### config.mk
export PLATFORM = sky130hd
export DESIGN_NAME = keccak_rc_gen
export DESIGN_NICKNAME = d
export VERILOG_FILES = /design/src/rtl/keccak_rc_gen.sv
export SDC_FILE = /design/constraint.sdc
export NUM_CORES = 1
export LEC_CHECK = 0
export ABC_AREA = 1
export CAP_MARGIN = 0
export CORE_MARGIN = 2
export CORE_UTILIZATION = 51
export DETAILED_ROUTE_END_ITERATION = 10
export PLACE_DENSITY = 0.83
export SLEW_MARGIN = 10
export SYNTH_ARGS = -nofsm -noshare
export SYNTH_HDL_FRONTEND = slang
export SYNTH_SLANG_ARGS = --single-unit
### constraint.sdc
create_clock -name clk -period 2.8 [get_ports clk]
set_input_delay 0.28 -clock clk [delete_from_list [all_inputs] [get_ports clk]]
set_output_delay 0.28 -clock clk [all_outputs]
set_load 0.1 [all_outputs]
### src/rtl/keccak_rc_gen.sv
// rtl/keccak_rc_gen.sv - Keccak-f[1600] round-constant generator driven by the 8-bit rc(t) LFSR.
// KECCAK_RC_UNROLL_EN: produce each constant in one GEN cycle instead of seven.
module keccak_rc_gen #(
  parameter int         ROUNDS    = 24,
  parameter logic [7:0] LFSR_INIT = 8'h01
) (
  input  logic        clk,
  input  logic        rst_n,
  input  logic        start,
  input  logic        rc_ready,
  output logic        rc_valid,
  output logic [63:0] rc_out,
  output logic [6:0]  round_out,
  output logic        busy,
  output logic        done
);

  localparam logic [1:0] IDLE = 2'd0;
  localparam logic [1:0] GEN  = 2'd1;
  localparam logic [1:0] HOLD = 2'd2;
  localparam logic [6:0] LAST_ROUND = 7'(ROUNDS - 1);

  logic [1:0] state;
  logic [7:0] lfsr;
  logic       accept;

  function automatic logic [7:0] lfsr_step(input logic [7:0] s);
    logic [8:0] t;
    t = {s, 1'b0};
    if (t[8]) t = t ^ 9'h071;
    return t[7:0];
  endfunction

  // Constant bit 2^j-1 carries rc(7*round+j).
  function automatic logic [5:0] bit_pos(input logic [2:0] j);
    logic [5:0] p;
    case (j)
      3'd0:    p = 6'd0;
      3'd1:    p = 6'd1;
      3'd2:    p = 6'd3;
      3'd3:    p = 6'd7;
      3'd4:    p = 6'd15;
      3'd5:    p = 6'd31;
      3'd6:    p = 6'd63;
      default: p = 6'd0;
    endcase
    return p;
  endfunction

  assign accept = rc_valid & rc_ready;

`ifdef KECCAK_RC_UNROLL_EN
  logic [63:0] gen_rc;
  logic [7:0]  gen_lfsr;

  always_comb begin
    gen_rc   = '0;
    gen_lfsr = lfsr;
    for (int k = 0; k < 7; k++) begin
      gen_rc[bit_pos(3'(k))] = gen_lfsr[0];
      gen_lfsr               = lfsr_step(gen_lfsr);
    end
  end
`else
  logic [2:0] j;
`endif

  always_ff @(posedge clk) begin
    if (!rst_n) begin
      state     <= IDLE;
      lfsr      <= LFSR_INIT;
      rc_out    <= '0;
      round_out <= '0;
      rc_valid  <= 1'b0;
      busy      <= 1'b0;
      done      <= 1'b0;
`ifndef KECCAK_RC_UNROLL_EN
      j         <= 3'd0;
`endif
    end else begin
      done <= 1'b0;
      // start restarts from round 0 in every state and outranks an accept.
      if (start) begin
        state     <= GEN;
        lfsr      <= LFSR_INIT;
        rc_out    <= '0;
        round_out <= '0;
        rc_valid  <= 1'b0;
        busy      <= 1'b1;
`ifndef KECCAK_RC_UNROLL_EN
        j         <= 3'd0;
`endif
      end else begin
        case (state)
          GEN: begin
`ifdef KECCAK_RC_UNROLL_EN
            rc_out   <= gen_rc;
            lfsr     <= gen_lfsr;
            rc_valid <= 1'b1;
            state    <= HOLD;
`else
            rc_out[bit_pos(j)] <= lfsr[0];
            lfsr               <= lfsr_step(lfsr);
            if (j == 3'd6) begin
              j        <= 3'd0;
              rc_valid <= 1'b1;
              state    <= HOLD;
            end else begin
              j <= j + 3'd1;
            end
`endif
          end
          HOLD: begin
            if (accept) begin
              rc_valid <= 1'b0;
              if (round_out == LAST_ROUND) begin
                busy  <= 1'b0;
                done  <= 1'b1;
                state <= IDLE;
              end else begin
                round_out <= round_out + 7'd1;
                rc_out    <= '0;
                state     <= GEN;
              end
            end
          end
          default: state <= IDLE;
        endcase
      end
    end
  end

endmodule

Word-level counts from Yosys, hierarchy flattened
Cells that the tools add are included.

word-level totals
  register bits after elaboration = 87
  word-level logic and storage cells = 71

operators by class
  $add $sub $neg = 2
  magnitude comparators = 2
  equal/unequal tests = 14
  mux-type cells = 25
  bitwise operators = 6
  reductions and logical operators = 13

operators with widths
  kind                                                                          count
  64-bit two-way mux                                                            2
  64-bit case mux with 2 select lines                                           1
  64-bit bitwise mux                                                            1
  6-bit case mux with 6 select lines                                            1
  6-bit two-way mux                                                             3
  3-bit AND reduction                                                           4
  1-bit two-way mux                                                             10
  3-bit equality test, second input constant                                    3
  2-bit nonzero test                                                            4
  7-bit by 1-bit adder with 7-bit output, second input constant                 1
  7-bit by 5-bit equality test with 1-bit output, second input constant         1
  6-bit by 7-bit less-than comparator with 1-bit output, second input constant  1
  7-bit two-way mux                                                             1
  1-bit demux with 6-bit select                                                 1
  3-bit by 2-bit equality test with 1-bit output, second input constant         2
  6-bit by 1-bit >= comparator with 1-bit output, second input constant         1
  2-bit != test, second input constant                                          3
  3-bit != test, second input constant                                          2
  2-bit two-way mux                                                             2
  1-bit NOT                                                                     4
  4-bit NOT                                                                     1
  2-bit case mux with 2 select lines                                            1
  2-bit AND reduction                                                           2
  4-bit OR reduction                                                            1
  9 further kinds                                                               9

Depth between registers and ports, before layout
  depth after elaboration = 11
  gate-level depth with buffers = 10
  mapped depth without buffers = 10

Worst setup path after synthesis
No wires, ideal clock.

  kind = reg-to-reg
  start = register round_out[0]
  end = register round_out[2]
  library setup time = 70 ps
  arrival = 2,135 ps
  data required time = 2,730 ps
  slack = 595 ps
  cell stages (with the launch flop) = 11
  clock period less this slack = 2,205 ps
  path through = dfxtp_1 -> ha_1 -> nand2_1 -> inv_1 -> nand3_2 -> nand2_4 -> inv_2 -> buf_6 -> nand3_1 -> nand2_1 -> a21oi_1

on the way
  word-level cells in the longest chain between the ends = 3

RTL lines
  element                                                                         line  source
  start: declaration                                                              13    output logic [6:0] round_out,
  start signal: assignment                                                        121   round_out <= round_out + 7'd1;
  branches (longest 3 deep; another with 7-bit by 1-bit adder with 7-bit output)  -

Parallel ways; which one is timed is not known.
A chain may end at the register's enable or synchronous reset.

Worst setup path in the final report
  start = register round_out[0]
  end = register rc_out[25]

on the way
  word-level cells in the longest chain between the ends = 3

RTL lines
  element                                         line  source
  7-bit by 5-bit equality test with 1-bit output  116   if (round_out == LAST_ROUND) begin
  2-bit != test (no line)                         -
  3-bit AND reduction (no line)                   -
  end signal: indexed assignment                  102   rc_out[bit_pos(j)] <= lfsr[0];
  end: declaration                                12    output logic [63:0] rc_out,

No other way between the ends.

==> impl_metrics.yaml <==
outcome:
  outcome: "complete, no violations"
route:
  drt_iter0_drc: 82
  drt-pass1-iter-count: 4
  avgRoutedWirePerCell_microns: 12.2
  post-route-drc-count: 0
  wirelength_mm: 6.53
  num_vias: 2592
  ant_nets: 0
  vias_per_cell: 4.86
sta:
  worst_pin_slew_ps: 518
  period_share_pct: 66.8
  tns_ps: 0
  rsz0062_at_grt: "no"
  slew_headroom_pct: 65.4
  max_freq_mhz: 534
  setup_violations: 0
  finalMaxSlewViolations: 0
  period_needed_ps: 1870
  hold_viol: 0
  clock_skew_ps: 6.65
placed_design:
  numPortBuffers: 77
  place_congestion: 0.853
  place_hpwl_mm: 4.65
  dpl.cell_count: 517
  dpl_cell_area_sq_um: 3650
finish:
  nNetsFinal: 461
  multi_input_area_sq_um: 1090
  register_area_sq_um: 1740
  drive_gt1_share_pct: 21.9
  num-fill-cells: 487
  n_antenna_cell: 0
  layout-area-overhead-vs-synth_pct: 28.3
  instances_no_fill: 533
  final_area_sq_um: 3870
floorplan:
  io-pin-count: 78
  die_h_microns: 80.9
  die-area_sq_um: 6540
  row_count: 27
  start_util_pct: 53.7
  die_w_microns: 80.9
  coreArea_sq_um: 5610
synth:
  ys_types: 24
  syn-cell-area_sq_um: 3010
  syn_inst: 381
  avgSynthCellArea_sq_um: 7.91
  synth-edff-count: 0
  ys_ff_latch: 87
  synth_flop_cell: "dfxtp_1"
  yosys_warnings: 0
  ys_seq_area_share_pct: 57.8
  synthArstFlopShare_pct: 0
  syn_nets: 386
clocking:
  cts-htree-levels: 3
  cts-hold-fix-buffers: 0
  root_buffer: "clkbuf_8"
  clkSinkCount: 87
  tritoncts: "done"
  clock_path_buffers: 2
  clkTransAtPathRegs_ps: 90
  ctsResizeCount: 0
  post-cts-setup-buffers: 0
  cts_buffers: 9
  clock_latency_ps: 350
critical_path:
  start_kind: "register"
  r2r_end: "rc_out[25]$_SDFFE_PP0P_"
  cp-end-kind: "register"
  startpoint: "round_out[0]$_SDFFE_PP0P_"
  r2r-start: "round_out[0]$_SDFFE_PP0P_"
  reg2reg_slack_ps: 930
  cp.required_ps: 3040
  path_cells: "ha_1 > nand2_1 > inv_1 > nand3_2 > nand2_4 > inv_2 > buf_4 > nor2_1"
  r2r.worst_path.cells: 8
  max_stage_delay_ps: 400
  crit_buf_inv: 3
  path_max_fanout: 32
  cp_slowest_cell: "inv_2"
  critPathKind: "register to register"
  critPathTopFamily: "buffers and inverters"
  arrival_ps: 2110
job:
  max-cap-violations: 0
pwr:
  p_leak_nw: 1.69
  powerDensity_nw_per_um2: 591
  peakVddDrop_v: 0.000534
  power_mw: 2.28
global_routing:
  grt_pass1_vias: 2472
  overflow: 0
  grtUsageTotal_pct: 21.6
  grt_pass1_wl_mm: 10.9
  grt_max_degree: 33
  antenna_found_initial: 0
min_path:
  min_path_cells: 2
  hold_end: "rc_out[5]$_SDFFE_PP0P_"
  min_from: "rc_out[5]$_SDFFE_PP0P_"
  hp-class: "register to register"
-- worst max-delay path by stage --
| stage | depth (start not counted) | slack [ps] | to |
|---|---|---|---|
| 2_1_floorplan | 10 | 600 | round_out[2]$_SDFFE_PP0P_ |
| 3_3_place_gp | 7 | 830 | rc_out[40]$_SDFFE_PP0P_ |
| 3_5_place_dp | 7 | 800 | rc_out[18]$_SDFFE_PP0P_ |
| 4_1_cts | 8 | 930 | rc_out[25]$_SDFFE_PP0P_ |
| 5_1_grt | 8 | 760 | rc_out[17]$_SDFFE_PP0P_ |
| 6_report | 8 | 930 | rc_out[25]$_SDFFE_PP0P_ |
-- area by class of cell --
| type | count | area share (%) |
|---|---|---|
| Multi-Input combinational cell | 248 | 28.1 |
| Timing Repair Buffer | 82 | 16.1 |
| Inverter | 28 | 2.72 |
| Sequential cell | 87 | 45.0 |
| Clock inverter | 7 | 2.49 |
| Tap cell | 72 | 2.33 |
| Clock buffer | 9 | 3.20 |
-- synth_stat cells, drive strengths merged (5+ instances only) --
library cell | count | area share (%)
nand2 | 95 | 12
buf | 12 | 2.2
nand4 | 7 | 1.5
dfxtp | 87 | 58
nor2 | 80 | 10
nand3 | 12 | 2.2
inv | 28 | 3.5
a21oi | 21 | 3.5
o21ai | 17 | 2.8
nor3 | 5 | 0.83
clkbuf | 6 | 0.75
-- per-stage QoR --
step / hold WS [ps] / setup WS [ps] / utilization (%)
after global routing: 464 / 759 / 68.9
after detailed placement: 434 / 795 / 65.0
final: 447 / 929 / 68.9
after global placement: 431 / 829 / 65.0
after floorplan: 431 / 595 / -
after CTS: 449 / 927 / 68.9
-- worst register-to-register path, stage by stage (launching register included) --
cell and delay, ps:
dfxtp_1 360, ha_1 270, nand2_1 100, inv_1 50, nand3_2 120, nand2_4 90
inv_2 400, buf_4 310, nor2_1 70
-- cell usage in the layout (no fill, tap or decap), types with 2 or more instances in the layout --
cell,netlist,routed
nand2_1,94,94
dfxtp_1,87,87
buf_4,0,79
nor2_1,79,78
inv_1,27,27
a21oi_1,21,21
o21ai_0,17,17
nand3_1,11,11
clkbuf_8,0,9
nand4_1,7,7
nor3_1,5,5
clkinvlp_4,0,3
clkdlybuf4s50_1,0,3
xnor2_1,2,2
a31oi_1,2,2
nand3b_1,2,2
bufinv_16,0,2
-- power by group --
part	switching, mW	leakage [nW]	internal [mW]	total [mW]
clock	0.445	0.102	0.504	0.949
sequential	0.00698	0.702	1.24	1.25
combinational	0.0601	0.886	0.0233	0.0835
total	0.512	1.69	1.77	2.28
-- cell families (layout without fill, tap and decap cells) --
group                      count (synthesis)  after routing  share of synthesized area [%]
DFF                                       87             87                           57.8
AOI/OAI and AO/OA                         41             41                           6.97
xor gates and xnor gates                   3              3                          0.872
adders and majority gates                  1              1                          0.415
and+or+nand+nor                          203            203                           27.5
buffers and inverters                     46            126                           6.43
-- layer usage --
| layer | track usage, % | vias up | wire length (microns) |
|---|---|---|---|
| met5 | 0 | - | 0 |
| met4 | 10.3 | 0 | 69 |
| met3 | 7.56 | 8 | 450 |
| met2 | 37.2 | 69 | 3240 |
| met1 | 23.8 | 1174 | 2760 |
| li1 | - | 1341 | - |
-- registers in the layout, summed over array words and instances (netlist names) --
| register | flops |
|---|---|
| lfsr | 8 |
| done | 1 |
| busy | 1 |
| rc_valid | 1 |
| round_out | 7 |
| state | 2 |
| j | 3 |
| rc_out | 64 |
No activity file was read; power rests on OpenSTA's default activity.
==> RTL edit 1: new RTL, same flow settings <==
Add a define of `KECCAK_RC_UNROLL_EN`.
--- a/src/rtl/keccak_rc_gen.sv
+++ b/src/rtl/keccak_rc_gen.sv
@@ -1,5 +1,7 @@
 // rtl/keccak_rc_gen.sv - Keccak-f[1600] round-constant generator driven by the 8-bit rc(t) LFSR.
 // KECCAK_RC_UNROLL_EN: produce each constant in one GEN cycle instead of seven.
+`define KECCAK_RC_UNROLL_EN
+
 module keccak_rc_gen #(
   parameter int         ROUNDS    = 24,
   parameter logic [7:0] LFSR_INIT = 8'h01
Formal check against the unedited RTL: not equivalent (a bounded check fails within 4 cycles, from zero or initial values and one cycle with rst_n low).
==> RTL edit 1 against the unedited design <==
Sequential cell count is 60 lower. Power is 51% lower. Critical path depth is 1 higher. Final area is 49% lower. Sequential share of layout area is 17 points lower. Wire length is 46% lower. Synthesized area is 36% lower. Combinational power grew to 5.8 times the old value. Setup slack better by 160 ps. Critical endpoint is now rc_out[63]$_SDFFE_PP0P_.
==> RTL edit 1: results (changes against the unedited design) <==
- Worst-path clk slew: 100 ps
- First-pass GRT wire length: 5.823 mm (was 10.92 mm)
- Top Registers: lfsr: 8 flops, rc_out: 7 flops, round_out: 7 flops (was rc_out: 64 flops, lfsr: 8 flops, round_out: 7 flops)
- Setup TNS: 0 ps (unchanged)
- # resized after CTS: 0 (unchanged)
- Instance area after placement: 0.001904 sq mm (was 0.003646 sq mm)
- Max Root-Sink Buffers: 2 (unchanged)
- Worst EP arrival: 1920 ps (was 2110 ps)
- Depth of the CTS H-tree: 1 (was 3)
- Area contributors post-synth: dfxtp_1, buf_4, nand2_1, a21oi_1, nand3_1 (was dfxtp_1, nand2_1, nor2_1, a21oi_1, inv_1)
- CTS buffer count: 3 (was 9)
- Initial antenna violation count: 0 (unchanged)
- Buffers added on ports: 20 (was 77)
- Placer congestion estimate: 0.8484 (was 0.8531)
- First drt pass iteration count: 5 (was 4)
- Met3 Resource Use GR: 0.03596 (was 0.07556)
- Clock skew: 4.189 ps (was 6.646 ps)
- CTS Root Cell: clkbuf_8 (unchanged)
- Outcome: finished, final reports clean (unchanged)
- Nets: 306 (was 461)
- Tot GR Track Use: 0.1694 (was 0.2164)
- Iter 0 DRT Violations: 85 (was 82)
- VDD IR-drop max: 310.8 uV (was 533.7 uV)
- DR vias: 1,569 (was 2,592)
- Largest net degree at the start of global routing: 17 (was 33)
- Wirelength per Cell: 10.16 microns (was 12.24 microns)
- HPWL after DPL: 2.815 mm (was 4.654 mm)
- Min-Delay Path Class: flop to flop (unchanged)
- Worst-path maximum fanout: 11 (was 32)
- Met1 usage in global routing: 0.2038 (was 0.2384)
- FF-to-FF path depth: 9 (was 8)
- Vias in the first global route: 1,347 (was 2,472)
- Fill count: 374 (was 487)
- Layout cells sized above 1: 0.1711 (was 0.2191)
- Worst hold endpoint: rc_out[31]$_SDFFE_PP0P_ (was rc_out[5]$_SDFFE_PP0P_)
- Sequential share of the synthesized area: 0.2787 (was 0.5778)
- Final hold slack: 465.3 ps (was 447.0 ps)
- Cell variety after synth: 29 (was 24)
- Worst r2r src: round_out[0]$_SDFFE_PP0P_ (unchanged)
- Clock Latency Late Sink: 280 ps (was 350 ps)
- Static Leak: 0.9589 nW (was 1.690 nW)
- Ant. Diodes: 0 (unchanged)
- Yosys Warn Count: 0 (unchanged)
- HP Start: rc_out[31]$_SDFFE_PP0P_ (was rc_out[5]$_SDFFE_PP0P_)
- DP Worst Slack: 1020 ps (was 795.4 ps)
- Asr flop ratio synth: 0 (unchanged)
- R2r endpoint: rc_out[63]$_SDFFE_PP0P_ (was rc_out[25]$_SDFFE_PP0P_)
- Hold Fails Final Rpt: 0 (unchanged)
- Most used DFF post-synth: dfxtp_1 (unchanged)
- Hold Path Depth: 2 (unchanged)
- Buffer count from post-CTS setup fixing: 0 (unchanged)
- Global-route met2 utilization: 0.3119 (was 0.3719)
- Synth cell count leaders: nand2_1, buf_4, dfxtp_1, a21oi_1, inv_1 (was nand2_1, dfxtp_1, nor2_1, inv_1, a21oi_1)
## RTL edit 1: cell count changes in the layout (fill, tap and decap cells not counted), moves of 24 or more
| cell | before | now |
|---|---|---|
| buf_4 | 79 | 18 |
| nor2_1 | 78 | 10 |
| dfxtp_1 | 87 | 27 |
| nand2_1 | 94 | 70 |
| conb_1 | 0 | 57 |
## RTL edit 1: power by group
group / switching (mW) / internal, mW
clock network: 0.128 / 0.101
registers: 0.00982 / 0.393
logic: 0.436 / 0.0460
## RTL edit 1: cell families after synthesis
logic type,after synthesis,share of synthesized area
AND/OR/NAND/NOR,120,0.2923
buffers and inverters,91,0.2993
AO/OA/AOI/OAI,34,0.09032
flip-flops,27,0.2787
XOR/XNOR,4,0.01807
adder cells (fa/ha/maj),3,0.01936
other,1,0.001934
## RTL edit 1: worst max path at each step
stage                                    from                         to  slack [ps]  depth (start not counted)
global route        round_out[0]$_SDFFE_PP0P_    rc_out[31]$_SDFFE_PP0P_         910                          9
floorplan           round_out[1]$_SDFFE_PP0P_  round_out[4]$_SDFFE_PP0P_         740                          9
detailed placement                   rc_ready  round_out[4]$_SDFFE_PP0P_        1020                          8
finish              round_out[0]$_SDFFE_PP0P_    rc_out[63]$_SDFFE_PP0P_        1090                          9
CTS                     state[1]$_SDFFE_PP0P_    rc_out[63]$_SDFFE_PP0P_        1100                          6
global placement                     rc_ready  round_out[4]$_SDFFE_PP0P_        1060                          8
## RTL edit 1: metrics by stage
step | utilization | std cells
floorplan | - | 336
global placement | 0.5202 | 342
detailed placement | 0.5202 | 342
CTS | 0.5335 | 346
global route | 0.5335 | 346
finish | 0.5335 | 346
## RTL edit 1: layout make-up
class | count | area (sq um) | share of cell area
Multi-Input combinational cell | 218 | 1028 | 0.5266
Sequential cell | 27 | 540.5 | 0.2767
Timing Repair Buffer | 21 | 165.2 | 0.08456
Inverter | 28 | 110.1 | 0.05637
Tap cell | 48 | 60.06 | 0.03075
Clock buffer | 3 | 41.29 | 0.02114
Clock inverter | 1 | 7.507 | 0.003844
## RTL edit 1: worst max-delay path, cell delays in order, from the launching register on
cell and delay, ps:
dfxtp_1 400, ha_1 160, inv_1 90, nor3_2 160, nand2_1 70, nand2_1 290
o21ai_1 150, inv_2 140, nand2_1 70, a21oi_1 110
## RTL edit 1: per-layer routing
| layer | part of all wire | vias to the layer above |
|---|---|---|
| met4 | 0.0068 | 0 |
| met3 | 0.058 | 4 |
| li1 | - | 805 |
| met5 | 0 | - |
| met2 | 0.51 | 50 |
| met1 | 0.42 | 710 |
==> RTL edit 2: new RTL, config.mk and constraints unchanged <==
Without the edit above. Make the reset (`rst_n`) asynchronous in one clocked block.
--- a/src/rtl/keccak_rc_gen.sv
+++ b/src/rtl/keccak_rc_gen.sv
@@ -65,7 +65,7 @@
   logic [2:0] j;
 `endif
 
-  always_ff @(posedge clk) begin
+  always_ff @(posedge clk or negedge rst_n) begin
     if (!rst_n) begin
       state     <= IDLE;
       lfsr      <= LFSR_INIT;
Behaviour: differs if rst_n is asserted again (counterexample within 4 cycles, from zero or initial values and one cycle with rst_n low); with rst_n held inactive, the same outputs for 10 cycles.
==> RTL edit 2 against the unedited design <==
Sequential cell count unchanged. Wire length down 0.43%. Via count fell by 4.9%. Non-clock buffer count down 4. Maximum frequency down 0.39%. Clock skew increased by 4.6 ps. Synthesized cell count down 2.6%. Final area up 10%. Highest routed layer unchanged. Synthesized area up 16%. Die area grew 15%. Setup slack worse by 7.3 ps. Cell count increased by 0.38%. Critical path depth grew 2.
Power is not compared: it rests on default switching activity, and its combinational part moved more than twofold at a synthesized area within 25%.
==> RTL edit 2: results (changes against the unedited design) <==
- First drt pass iteration count: 4 (unchanged)
- Clock skew: 11.20 ps (was 6.646 ps)
- Placer congestion estimate: 0.7894 (was 0.8531)
- Met1 usage in global routing: 0.2463 (was 0.2384)
- Min-Delay Path Class: primary input to async pin (was flop to flop)
- HPWL after DPL: 4.449 mm (was 4.654 mm)
- Buffer count from post-CTS setup fixing: 0 (unchanged)
- Outcome: finished, final reports clean (unchanged)
- Top Registers: rc_out: 64 flops, lfsr: 8 flops, round_out: 7 flops (unchanged)
- Iter 0 DRT Violations: 150 (was 82)
- Setup violators final: 0 (unchanged)
- Tot GR Track Use: 0.1843 (was 0.2164)
- Inst Count DP: 519 (was 517)
- Cell variety after synth: 28 (was 24)
- Yosys Warn Count: 0 (unchanged)
- Global-route met2 utilization: 0.2741 (was 0.3719)
- Initial antenna violation count: 0 (unchanged)
- Synth cell count leaders: nand2_1, dfrtp_1, inv_1, nand3_1, nor2_1 (was nand2_1, dfxtp_1, nor2_1, inv_1, a21oi_1)
- Clock Latency Late Sink: 350 ps (about the same)
- CP Class: flop to flop (unchanged)
- Area contributors post-synth: dfrtp_1, nand2_1, inv_1, buf_6, nand3_1 (was dfxtp_1, nand2_1, nor2_1, a21oi_1, inv_1)
- Worst r2r src: round_out[0]$_DFFE_PN0P_ (was round_out[0]$_SDFFE_PP0P_)
- Worst EP arrival: 2150 ps (was 2110 ps)
- CTS buffer count: 9 (unchanged)
- DR vias: 2,464 (was 2,592)
- Largest net degree at the start of global routing: 88 (was 33)
- Static Leak: 2.733 nW
- Post-Syn Nets: 376 (was 386)
- Worst-path clk slew: 90 ps (about the same)
- Max Root-Sink Buffers: 2 (unchanged)
- Depth of the CTS H-tree: 3 (unchanged)
- Worst-path maximum fanout: 38 (was 32)
- Fill count: 557 (was 487)
- Sequential share of the synthesized area: 0.6233 (was 0.5778)
- VDD IR-drop max: 398.9 uV
- Wirelength per Cell: 12.14 microns (was 12.24 microns)
- Asr flop ratio synth: 1.000 (was 0)
- Met3 Resource Use GR: 0.06857 (was 0.07556)
- CTS Root Cell: clkbuf_8 (unchanged)
- Routed wire length: 6.497 mm (was 6.525 mm)
- Buffers added on ports: 77 (unchanged)
- Ant. Diodes: 0 (unchanged)
- Worst Tran Pin Value: 1028 ps (was 518.3 ps)
- Most used DFF post-synth: dfrtp_1 (was dfxtp_1)
- First-pass GRT wire length: 10.68 mm (was 10.92 mm)
- Post-Syn Instances: 371 (was 381)
- # resized after CTS: 0 (unchanged)
- Vias in the first global route: 2,267 (was 2,472)
- Layout cells sized above 1: 0.2374 (was 0.2191)
- Nets: 455 (was 461)
RTL edit 2: changes by cell type after synthesis, sizes merged, moves of 19 or more:
cell,delta
dfxtp,-87
dfrtp,+86
nor2,-65
inv,+57
nand2,+25
a21oi,-19
RTL edit 2: per-stage QoR:
step	worst slack (ps)	hold WS, ps	instance area [sq um]
finish	921.3	112.9	4269
global route	765.4	197.8	4269
global placement	686.9	450.9	4095
detailed placement	649.6	453.9	4095
CTS	904.1	152.1	4269
floorplan	625.2	-15.59	3495
RTL edit 2: critical path, stage by stage, from the launching register on:
cell and delay (ps):
dfrtp_1 450, ha_1 200, nand2_1 60, inv_2 100
nand3_2 100, nand2_2 110, nand2_2 70, nand2_4 320
buf_12 240, nand2_1 80, o21ai_2 60
RTL edit 2: per-layer routing:
metal | part of all wire | vias to the layer above
li1 | - | 1249
met1 | 0.45 | 1143
met2 | 0.47 | 68
met3 | 0.074 | 4
met4 | 0.0086 | 0
met5 | 0 | -
RTL edit 2: final timing paths:
| check | end | slack, ps | cells past startpoint |
|---|---|---|---|
| worst min register to register | rc_out[39]$_DFFE_PN0P_ | 470 | 2 |
| max in group asynchronous | rc_out[54]$_DFFE_PN0P_ | 2040 | 1 |
| min in group clk | rc_out[39]$_DFFE_PN0P_ | 470 | 2 |
| worst max register to register | round_out[5]$_DFFE_PN0P_ | 920 | 10 |
| worst max-delay path | round_out[5]$_DFFE_PN0P_ | 920 | 10 |
| worst min-delay path | state[1]$_DFFE_PN0P_ | 110 | 1 |
RTL edit 2: report_power, final:
part | internal (mW) | total, mW | switching, mW
sequential | 1.28 | 1.29 | 0.0190
combinational | 0.0482 | 0.221 | 0.173
clock | 0.331 | 0.778 | 0.447
RTL edit 2: cell type report:
class                      instances  share of cell area
clock buffer                      11             0.03077
timing repair buffer              78              0.1413
multi-input combinational        189              0.2090
inverter                          85             0.07532
sequential                        87              0.5103
clock inverter                     5            0.009965
tap                               80             0.02345
RTL edit 2: cell families (layout without fill, tap and decap cells):
logic type | Yosys count | count (layout) | synth area share
AND/OR/NAND/NOR | 162 | 162 | 0.2009
XOR/XNOR | 5 | 5 | 0.01253
adder cells (fa/ha/maj) | 1 | 1 | 0.003580
AO/OA/AOI/OAI | 21 | 21 | 0.03831
flip-flops | 87 | 87 | 0.6233
buffers and inverters | 95 | 179 | 0.1214
